--- src/rtl/lsu_pkg.sv ---
// Shared encodings and types for the load/store unit.
package lsu_pkg;

  localparam int DEF_TIMEOUT = 16;

  localparam logic [1:0] SZ_BYTE = 2'b00;
  localparam logic [1:0] SZ_HALF = 2'b01;
  localparam logic [1:0] SZ_WORD = 2'b10;
  localparam logic [1:0] SZ_RSVD = 2'b11;

  typedef enum logic [1:0] {IDLE, REQ, RESP} state_t;

  // Access attributes held for the whole transaction (load extract needs them at ack).
  typedef struct packed {
    logic       we;
    logic [1:0] size;
    logic       sign_ext;
    logic [1:0] off;
  } acc_t;

endpackage

--- src/rtl/lsu_if.sv ---
// Data-memory bus between the LSU (master) and memory (slave).
interface lsu_if;
  logic        mem_req;
  logic        mem_we;
  logic [29:0] mem_addr;
  logic [3:0]  mem_be;
  logic [31:0] mem_wdata;
  logic        mem_ack;
  logic [31:0] mem_rdata;

  modport master (output mem_req, mem_we, mem_addr, mem_be, mem_wdata,
                  input  mem_ack, mem_rdata);
  modport slave  (input  mem_req, mem_we, mem_addr, mem_be, mem_wdata,
                  output mem_ack, mem_rdata);
endinterface

--- src/rtl/lsu_align.sv ---
// Combinational byte-lane logic: store enables/replication/misalign check,
// and load lane extraction with sign/zero extension.
module lsu_align
  import lsu_pkg::*;
(
  input  logic [1:0]  st_size,
  input  logic [1:0]  st_off,
  input  logic [31:0] st_wdata,
  output logic [3:0]  be,
  output logic [31:0] wdata_rep,
  output logic        bad,
  input  logic [1:0]  ld_size,
  input  logic [1:0]  ld_off,
  input  logic        ld_sign,
  input  logic [31:0] ld_word,
  output logic [31:0] ld_data
);

  logic [7:0]  lb;
  logic [15:0] lh;

  // Store side: lane enables, replicated data, illegal size/alignment.
  always_comb begin
    be        = 4'b0000;
    wdata_rep = st_wdata;
    bad       = 1'b0;
    case (st_size)
      SZ_BYTE: begin
        be        = 4'b0001 << st_off;
        wdata_rep = {4{st_wdata[7:0]}};
      end
      SZ_HALF: begin
        be        = st_off[1] ? 4'b1100 : 4'b0011;
        wdata_rep = {2{st_wdata[15:0]}};
        bad       = st_off[0];
      end
      SZ_WORD: begin
        be  = 4'b1111;
        bad = |st_off;
      end
      default: bad = 1'b1;
    endcase
  end

  // Load side: pick the addressed lane and extend to 32 bits.
  always_comb begin
    lb = ld_word[{ld_off, 3'b000} +: 8];
    lh = ld_off[1] ? ld_word[31:16] : ld_word[15:0];
    case (ld_size)
      SZ_BYTE: ld_data = {{24{ld_sign & lb[7]}}, lb};
      SZ_HALF: ld_data = {{16{ld_sign & lh[15]}}, lh};
      default: ld_data = ld_word;
    endcase
  end

endmodule

--- src/rtl/lsu.sv ---
// Load/store unit: one data-memory access per start, req/ack handshake with
// timeout, misalignment detection and a busy stall to the pipeline.
module lsu
  import lsu_pkg::*;
#(
  parameter int TIMEOUT = DEF_TIMEOUT
) (
  input  logic        clk,
  input  logic        rst_n,
  input  logic        start,
  input  logic        we,
  input  logic [1:0]  size,
  input  logic        sign_ext,
  input  logic [31:0] addr,
  input  logic [31:0] wdata,
  output logic        busy,
  output logic        done,
  output logic [31:0] rdata,
  output logic        addr_err,
  output logic        bus_err,
  lsu_if.master       mem
);

  localparam int CW = $clog2(TIMEOUT + 1);

  state_t         state;
  acc_t           acc;
  logic [CW-1:0]  cnt;
  logic [3:0]     be;
  logic [31:0]    wdata_rep;
  logic           bad;
  logic [31:0]    ld_data;

  // Store side sees the live request; load side sees the latched access.
  lsu_align u_align (
    .st_size   (size),
    .st_off    (addr[1:0]),
    .st_wdata  (wdata),
    .be        (be),
    .wdata_rep (wdata_rep),
    .bad       (bad),
    .ld_size   (acc.size),
    .ld_off    (acc.off),
    .ld_sign   (acc.sign_ext),
    .ld_word   (mem.mem_rdata),
    .ld_data   (ld_data)
  );

  // Access FSM with registered bus outputs and status pulses.
  always_ff @(posedge clk) begin
    if (!rst_n) begin
      state         <= IDLE;
      acc           <= '0;
      cnt           <= '0;
      busy          <= 1'b0;
      done          <= 1'b0;
      rdata         <= '0;
      addr_err      <= 1'b0;
      bus_err       <= 1'b0;
      mem.mem_req   <= 1'b0;
      mem.mem_we    <= 1'b0;
      mem.mem_addr  <= '0;
      mem.mem_be    <= '0;
      mem.mem_wdata <= '0;
    end else begin
      done     <= 1'b0;
      addr_err <= 1'b0;
      bus_err  <= 1'b0;
      case (state)
        IDLE: begin
          if (start) begin
            acc           <= '{we: we, size: size, sign_ext: sign_ext, off: addr[1:0]};
            mem.mem_addr  <= addr[31:2];
            mem.mem_be    <= be;
            mem.mem_wdata <= wdata_rep;
            cnt           <= '0;
            busy          <= 1'b1;
            if (bad) begin
              // Illegal access completes immediately without touching memory.
              state    <= RESP;
              done     <= 1'b1;
              addr_err <= 1'b1;
            end else begin
              state       <= REQ;
              mem.mem_req <= 1'b1;
              mem.mem_we  <= we;
            end
          end
        end
        REQ: begin
          if (mem.mem_ack) begin
            state       <= RESP;
            done        <= 1'b1;
            mem.mem_req <= 1'b0;
            mem.mem_we  <= 1'b0;
            if (!acc.we) rdata <= ld_data;
          end else if (cnt == CW'(TIMEOUT - 1)) begin
            // Last allowed REQ cycle passed with no ack: abort.
            state       <= RESP;
            done        <= 1'b1;
            bus_err     <= 1'b1;
            mem.mem_req <= 1'b0;
            mem.mem_we  <= 1'b0;
          end else begin
            cnt <= cnt + 1'b1;
          end
        end
        RESP: begin
          state <= IDLE;
          busy  <= 1'b0;
        end
        default: begin
          state <= IDLE;
          busy  <= 1'b0;
        end
      endcase
    end
  end

endmodule

--- src/flat_wrapper.sv ---
// flat-port wrapper written by rule: the top's interface ports become plain ports
module lsu_flat import lsu_pkg::*;
#(
  parameter int TIMEOUT = DEF_TIMEOUT
)
  (clk, rst_n, start, we, size, sign_ext, addr, wdata, busy, done, rdata, addr_err, bus_err, mem_mem_req, mem_mem_we, mem_mem_addr, mem_mem_be, mem_mem_wdata, mem_mem_ack, mem_mem_rdata);
  lsu_if mem_i ();
  input  logic clk;
  input  logic rst_n;
  input  logic start;
  input  logic we;
  input  logic [1:0] size;
  input  logic sign_ext;
  input  logic [31:0] addr;
  input  logic [31:0] wdata;
  output logic busy;
  output logic done;
  output logic [31:0] rdata;
  output logic addr_err;
  output logic bus_err;
  output wire logic [$bits(mem_i.mem_req)-1:0] mem_mem_req;
  output wire logic [$bits(mem_i.mem_we)-1:0] mem_mem_we;
  output wire logic [$bits(mem_i.mem_addr)-1:0] mem_mem_addr;
  output wire logic [$bits(mem_i.mem_be)-1:0] mem_mem_be;
  output wire logic [$bits(mem_i.mem_wdata)-1:0] mem_mem_wdata;
  input wire logic [$bits(mem_i.mem_ack)-1:0] mem_mem_ack;
  input wire logic [$bits(mem_i.mem_rdata)-1:0] mem_mem_rdata;
  assign mem_mem_req = mem_i.mem_req;
  assign mem_mem_we = mem_i.mem_we;
  assign mem_mem_addr = mem_i.mem_addr;
  assign mem_mem_be = mem_i.mem_be;
  assign mem_mem_wdata = mem_i.mem_wdata;
  assign mem_i.mem_ack = mem_mem_ack;
  assign mem_i.mem_rdata = mem_mem_rdata;
  lsu #(.TIMEOUT(TIMEOUT)) u_core (.clk(clk), .rst_n(rst_n), .start(start), .we(we), .size(size), .sign_ext(sign_ext), .addr(addr), .wdata(wdata), .busy(busy), .done(done), .rdata(rdata), .addr_err(addr_err), .bus_err(bus_err), .mem(mem_i));
endmodule
--- config.mk ---
export PLATFORM = sky130hd
export DESIGN_NAME = lsu_flat
export DESIGN_NICKNAME = d
export VERILOG_FILES = /design/src/rtl/lsu_pkg.sv /design/src/rtl/lsu_if.sv /design/src/rtl/lsu_align.sv /design/src/rtl/lsu.sv /design/src/flat_wrapper.sv
export SDC_FILE = /design/constraint.sdc
export NUM_CORES = 1
export LEC_CHECK = 0
export ABC_CLOCK_PERIOD_IN_PS = 3200
export CORE_AREA = 2 2 115 117
export DETAILED_ROUTE_END_ITERATION = 8
export DIE_AREA = 0 0 117 119
export PLACE_DENSITY = 0.75
export RECOVER_POWER = 100
export SKIP_LAST_GASP = 1
export SLEW_MARGIN = 20
export SYNTH_ARGS = -nofsm -noshare
export SYNTH_HDL_FRONTEND = slang
export SYNTH_SLANG_ARGS = --single-unit
--- constraint.sdc ---
create_clock -name clk -period 3.2 [get_ports clk]
set_input_delay 0.96 -clock clk [delete_from_list [all_inputs] [get_ports clk]]
set_output_delay 0.96 -clock clk [all_outputs]
set_load 0.01 [all_outputs]
==> Flow_metrics.wiki, run 1 <==
{| class="wikitable"
! Metric !! Value
|-
| Average cell area after synthesis || 8.24 um2
|-
| Number of vias after detailed routing || 5132
|-
| Initial standard-cell utilization of the core || 0.389
|-
| Antenna violations before repair || 0
|-
| Vias/cell || 5.18
|-
| Most frequently used flop master after synthesis || dfxtp_1
|-
| PortBufs || 207
|-
| Worst reg2reg endpoint || u_core.rdata[30]
|-
| Detailed Route WL || 15600 um
|-
| Number of synthesized flops with an enable pin || 0
|-
| Number of nets in the layout || 908
|-
| Most frequent cell after synthesis || nand2_1
|-
| Hold worst-path end || u_core.mem.mem_wdata[0]
|-
| Min-Delay Path Class || reg -> reg
|-
| Die Y || 119 um
|-
| Total routing usage reported by global routing || 0.228
|-
| Fmax achieved || 372 MHz
|-
| Worst Hold Launch || u_core.mem.mem_wdata[0]
|-
| Post-synthesis instance area || 0.00501 mm2
|-
| Deepest level of the CTS H-tree || 4
|-
| Clock transition at path regs || 0.05 ns
|-
| Sequential fraction of the synthesis area || 0.468
|-
| Post-CTS Hold Buffers || 0
|-
| Number of global-route vias before repair || 5157
|-
| Result of the run || finished, final reports clean
|-
| Total of flip-flops plus latches after synthesis || 117
|-
| Synthesized netlist cell count || 608
|-
| Fraction of final layout cells with drive strength greater than 1 || 0.0724
|-
| Hold Crit Depth || 2
|-
| Wire length of the first global-routing pass || 25000 um
|-
| Yosys cell types || 49
|-
| Max-Slew Margin vs Limit || 0.438
|-
| Top-area cell type share of the netlist area || 0.468
|-
| Cell leakage power || 3.15 nW
|-
| Number of failing hold endpoints at the final stage || 0
|-
| Fraction of synthesized cell area in xor and xnor cells || 0.00350
|-
| Worst Reg-to-Reg Cells || 5
|-
| Share of the clock period used by the worst path after layout || 0.840
|-
| Worst VDD drop || 0.324 mV
|-
| Warnings from Yosys || 0
|-
| Cell type with the highest aggregate area in the netlist || dfxtp_1
|-
| Die X || 117 um
|-
| Combinational family with the most area after synthesis || compound AO/OA/AOI/OAI gates
|-
| Startpoint Class || input port
|-
| Element type at the critical path end || flip-flop
|-
| Setup clock skew after layout || 0.00649 ns
|-
| DRC violation count after routing || 0
|-
| Worst Path Arrival || 2.97 ns
|-
| Top area cells in the synthesized netlist || dfxtp_1 (47%), nand2_1 (10%), a21oi_1 (7.0%), mux2i_1 (4.8%), nor2_1 (3.6%)
|-
| Pins Over Slew Limit || 0
|-
| Initial DRC count || 332
|-
| Total clock sinks || 117
|-
| Overall power || 4.15 mW
|-
| Setup bufs post-CTS || 0
|-
| Post-layout instance area || 0.00781 mm2
|-
| Number of filler instances in the final layout || 1140
|-
| Post-Synth Adder-Cell Area || 0.00500
|-
| Worst-Skew Late Latency || 0.41 ns
|-
| ANT nets after route || 0
|-
| Multi-input gate area || 0.00243 mm2
|-
| Max-cap check violation count || 0
|-
| Quantity of gates resized following cts || 0
|-
| Clock buffers created by TritonCTS || 17
|-
| Post-route core utilization || 0.607
|-
| Proportion of register bits with asynchronous set or reset after synthesis || 0
|-
| GRT overflow || 0
|-
| Largest fanout on the critical path || 43
|-
| Synthesized-area fraction occupied by ao, oa, aoi and oai cells || 0.214
|-
| Worst Setup Path Type || in -> reg
|-
| Reg-to-reg startpoint || u_core.acc[1]
|-
| Final sum of negative setup slack || 0 ns
|-
| Placer congestion estimate || 0.878
|-
| Detailed placer's ending HPWL || 11600 um
|-
| Die area || 0.0139 mm2
|-
| Slack of the worst reg-to-reg path || 1.16 ns
|-
| Unrepaired setup endpoints after global routing || no
|-
| CTS Root Buffer Type || clkbuf_16
|-
| Tightest Pin Transition || 0.843 ns
|-
| Area taken by flip-flops and latches || 0.00234 mm2
|-
| Post-synthesis mux area share || 0.0540
|-
| Maximum number of pins on one net before global-route repair || 70
|-
| Setup WS post-layout || 0.512 ns
|-
| Number of setup violations in the final report || 0
|-
| CP required || 3.48 ns
|-
| Core Region || 0.0129 mm2
|-
| Placement Setup Slack || 0.459 ns
|-
| Antenna cell count || 0
|-
| List of most frequent post-synthesis cells || nand2_1 (135), dfxtp_1 (117), a21oi_1 (70)
|-
| DR WL/cell || 15.8 um
|-
| TritonCTS clock tree || done
|-
| Area Growth Syn to Fin || 55.9%
|-
| Pwr dens || 532 mW/mm2
|-
| Synthesized-area fraction occupied by and/or/nand/nor cells || 0.211
|-
| Core Rows || 42
|-
| CTS Buffer Depth || 2
|-
| Number of top-level pins || 208
|-
| Post-synth net total || 714
|-
| Instance area after placement || 0.00727 mm2
|-
| Final critical-path required period || 2.69 ns
|-
| First-pass detailed-route iteration total || 6
|}
==> cells in the final DEF (no fill, tap or decap), types with 3 or more instances in the layout <==
master           netlist  routed
nand2_1              135     135
mux2i_1               24      24
inv_1                  4       3
clkbuf_8               0       4
nand2b_1               7       7
a211oi_1               8       8
nand3b_1               9       9
a21oi_1               70      70
a22oi_1                5       5
dlygate4sd3_1          0     108
buf_12                 0       3
o2111a_1               7       7
o21ai_0               35      43
clkinvlp_4             0       3
dfxtp_1              117     117
o22ai_1                7       7
clkinv_2               0       3
nand3_1               17      17
a311oi_1               8       8
buf_4                  0       7
clkbuf_1              34       7
o31ai_1                7       7
a21oi_2               10      10
clkbuf_16              0      17
nor2_1                48      48
clkdlybuf4s50_1        0      99
==> layer usage <==
layer | track usage | vias up | share of wire
met1 | 0.258 | 2397 | 0.40
met4 | 0.100 | 0 | 0.030
met3 | 0.0723 | 33 | 0.073
li1 | - | 2515 | -
met5 | 0 | - | 0
met2 | 0.389 | 187 | 0.50
==> worst max-delay path: stages <==
cell and delay [ns]:
dlygate4sd3_1 0.56, or3b_2 0.55, clkbuf_2 0.53, nand3_1 0.25, o21ai_0 0.11
==> layout make-up <==
class | count | share of cell area
multi-input combinational | 439 | 0.312
sequential | 117 | 0.300
timing repair buffer | 223 | 0.283
clock buffer | 24 | 0.0630
tap | 176 | 0.0282
clock inverter | 8 | 0.0125
inverter | 4 | 0.00192
==> cells by family (layout without fill, tap and decap cells) <==
group / Yosys count / in the layout
flops: 117 / 117
mux: 26 / 26
buf+inv: 52 / 259
compound gates: 173 / 173
fa+ha+maj: 2 / 2
simple gates: 236 / 236
xor+xnor: 2 / 2
==> metrics by stage <==
stage	hold slack [ns]	cells
after global routing	0.474	991
after floorplan	0.444	608
after global placement	0.442	959
after CTS	0.453	991
final	0.448	991
after detailed placement	0.446	959
==> where the power goes <==
part / leakage [nW] / total, mW / switching, mW / internal (mW)
registers: 0.958 / 1.61 / 0.0552 / 1.55
logic: 1.91 / 0.674 / 0.335 / 0.339
clock network: 0.282 / 1.87 / 0.647 / 1.22
total: 3.15 / 4.15 / 1.04 / 3.11
==> sequential cells by signal, summed over array words and instances, names as in the netlist, 2 cells and up <==
name	cells
u_core.mem.mem_addr	30
u_core.rdata	32
u_core.cnt	5
u_core.acc	6
u_core.mem.mem_be	4
u_core.mem.mem_wdata	32
u_core.state	2
==> how the worst max path moves through the flow <==
stage,startpoint,endpoint,slack (ns),cells past startpoint
2_1_floorplan,mem_mem_rdata[15],u_core.rdata[20],1.11,5
3_3_place_gp,mem_mem_ack,u_core.rdata[14],0.50,6
3_5_place_dp,mem_mem_ack,u_core.rdata[8],0.46,6
4_1_cts,mem_mem_ack,u_core.rdata[2],0.87,5
5_1_grt,start,u_core.mem.mem_wdata[30],0.37,5
6_report,start,u_core.mem.mem_wdata[25],0.51,5
Power figures use the tool's default switching activity.
==> inputs of run 2 (changes only) <==
- ABC_CLOCK_PERIOD_IN_PS: 3200 -> 2200
- CORE_AREA: 2 2 115 117 -> 2 2 117 119
- DIE_AREA: 0 0 117 119 -> 0 0 119 121
- PLACE_DENSITY: 0.75 -> 0.76
- clock period: 3.2 -> 2.2 ns (I/O delays scaled with it)
==> run 2 against run 1 <==
Against the previous run: final cell count grew 1.8%; core utilization grew 0.80 points; cell area grew 3.0%.
==> Flow_metrics.wiki, run 2 (same netlist as run 1, synthesis figures left out) <==
{| class="wikitable"
! Metric !! Value
|-
| Number of failing hold endpoints at the final stage || 0 (unchanged)
|-
| Worst Path Arrival || 1.43 ns (-1.54 ns)
|-
| Detailed Route WL || 16400 um (+4.9%)
|-
| Cell leakage power || 3.28 nW (+4.1%)
|-
| Slack of the worst reg-to-reg path || 0.27 ns (-0.89 ns)
|-
| Worst-Skew Late Latency || 0.42 ns (about the same)
|-
| Final critical-path required period || 2.09 ns
|-
| Die area || 0.0144 mm2 (+3.4%)
|-
| Cell type group with the largest total delay on the critical path || buffers and inverters
|-
| Most common cell after layout, fill and taps aside || nand2_1
|-
| Die X || 119 um (+1.7%)
|-
| Maximum number of pins on one net before global-route repair || 59 (-16%)
|-
| Worst Reg-to-Reg Cells || 8 (+3)
|-
| Core Rows || 42 (unchanged)
|-
| Placement Setup Slack || -0.0707 ns (-0.529 ns)
|-
| Commonest cells after routing, fill and taps aside || nand2_1 (135), dfxtp_1 (117), dlygate4sd3_1 (106)
|-
| Worst reg2reg endpoint || u_core.cnt[3]
|-
| Max-Slew Margin vs Limit || 0.598 (+0.160)
|-
| Unrepaired setup endpoints after global routing || no
|-
| Setup bufs post-CTS || 0 (unchanged)
|-
| Area Growth Syn to Fin || 60.6%
|-
| Number of top-level pins || 208 (unchanged)
|-
| Antenna cell count || 0 (unchanged)
|-
| Pwr dens || 787 mW/mm2 (+48%)
|-
| Startpoint Class || flip-flop
|-
| Die Y || 121 um (+1.7%)
|-
| CP Cell Sequence || dlygate4sd3_1
|-
| Antenna violations before repair || 0 (unchanged)
|-
| Number of setup violations in the final report || 0 (unchanged)
|-
| PortBufs || 207 (unchanged)
|-
| Initial DRC count || 413 (+24%)
|-
| Worst VDD drop || 0.514 mV (+59%)
|-
| Highest-delay cell along the critical path || dlygate4sd3_1
|-
| Post-layout instance area || 0.00804 mm2 (+3.0%)
|-
| CTS Buffer Depth || 2 (unchanged)
|-
| Clock transition at path regs || 0.05 ns (about the same)
|-
| DR WL/cell || 16.3 um (+3.0%)
|-
| Number of nets in the layout || 926 (+2.0%)
|-
| Pins Over Slew Limit || 0 (unchanged)
|-
| Core Region || 0.0131 mm2 (+1.6%)
|-
| Setup clock skew after layout || 0.0130 ns (+0.00651 ns)
|-
| Wire length of the first global-routing pass || 26200 um (+5.1%)
|-
| Largest fanout on the critical path || 2 (-95%)
|-
| DRC violation count after routing || 0 (unchanged)
|-
| Element type at the critical path end || primary output
|-
| ANT nets after route || 0 (unchanged)
|-
| Detailed placer's ending HPWL || 11900 um (+3.0%)
|-
| Count of buffering cells on the critical path with inverters included || 1 (-1)
|-
| Deepest level of the CTS H-tree || 4 (unchanged)
|-
| CTS Root Buffer Type || clkbuf_16
|-
| CP required || 1.54 ns (-1.94 ns)
|-
| Fraction of final layout cells with drive strength greater than 1 || 0.0888 (+0.0164)
|-
| Setup WS post-layout || 0.111 ns (-0.401 ns)
|-
| Post-route core utilization || 0.615 (+0.00804)
|-
| Post-CTS Hold Buffers || 0 (unchanged)
|-
| First-pass detailed-route iteration total || 7 (+1)
|-
| Share of the clock period used by the worst path after layout || 0.950
|-
| Launching element of the worst setup path || u_core.mem.mem_be[3]
|-
| Result of the run || finished, final reports clean
|-
| Largest registers || u_core.mem.mem_wdata: 32 flops, u_core.rdata: 32 flops, u_core.mem.mem_addr: 30 flops
|-
| Instance area after placement || 0.00746 mm2 (+2.7%)
|-
| Min-Delay Path Class || reg -> reg
|-
| Max-cap check violation count || 0 (unchanged)
|-
| Total number of cells along the worst setup path || 1 (-4)
|-
| Number of vias after detailed routing || 5267 (+2.6%)
|-
| Final sum of negative setup slack || 0 ns (unchanged)
|-
| Largest stage delay, worst path || 0.67 ns (+0.11 ns)
|-
| Tightest Pin Transition || 0.603 ns (-0.240 ns)
|-
| Vias/cell || 5.22 (+0.80%)
|-
| Quantity of gates resized following cts || 0 (unchanged)
|-
| Total routing usage reported by global routing || 0.230 (+0.00128)
|-
| Clock buffers created by TritonCTS || 17 (unchanged)
|-
| Overall power || 6.33 mW (+53%)
|-
| GRT overflow || 0 (unchanged)
|-
| Total clock sinks || 117 (unchanged)
|-
| Initial standard-cell utilization of the core || 0.383 (-0.00625)
|-
| TritonCTS clock tree || done
|-
| Number of global-route vias before repair || 5297 (+2.7%)
|-
| Placer congestion estimate || 0.870 (-0.88%)
|-
| Worst setup endpoint || mem_mem_be[3]
|-
| Fmax achieved || 479 MHz
|-
| Worst Setup Path Type || reg -> out
|-
| Reg-to-reg startpoint || u_core.cnt[0]
|}
==> run 2: worst min path at each step <==
stage                            start                 endpoint  cells after the start
4_1_cts        u_core.mem.mem_wdata[7]  u_core.mem.mem_wdata[7]                      2
3_5_place_dp   u_core.mem.mem_wdata[7]  u_core.mem.mem_wdata[7]                      2
6_report        u_core.mem.mem_addr[2]   u_core.mem.mem_addr[2]                      2
5_1_grt        u_core.mem.mem_wdata[7]  u_core.mem.mem_wdata[7]                      2
3_3_place_gp    u_core.mem.mem_addr[5]   u_core.mem.mem_addr[5]                      2
2_1_floorplan            u_core.acc[5]            u_core.acc[5]                      2
==> run 2: per-stage QoR <==
step | cells | hold WS [ns]
global placement | 977 | 0.442
floorplan | 608 | 0.444
global route | 1009 | 0.472
CTS | 1009 | 0.455
detailed placement | 977 | 0.447
finish | 1009 | 0.448
==> run 2: report_power, final <==
part	total (mW)	leakage [nW]	switching (mW)	internal, mW
Sequential	2.34	0.958	0.0812	2.26
Clock	2.95	0.306	0.945	2.01
Combinational	1.04	2.01	0.508	0.532
==> run 2: cell type report <==
type,count,area [um2]
timing repair buffer,241,2390
clock buffer,24,492
fill,1129,5040
sequential,117,2340
clock inverter,8,145
inverter,4,15.0
multi-input combinational,439,2440
tap,176,220
==> run 2: layer usage <==
metal  wire length, um  share of wire  vias to the layer above  GRT usage
met3              1190          0.073                       40     0.0822
met4               549          0.033                        0      0.107
li1                  -              -                     2556          -
met1              6510           0.40                     2481      0.262
met2              8150           0.50                      190      0.384
met5                 0              0                        -          0
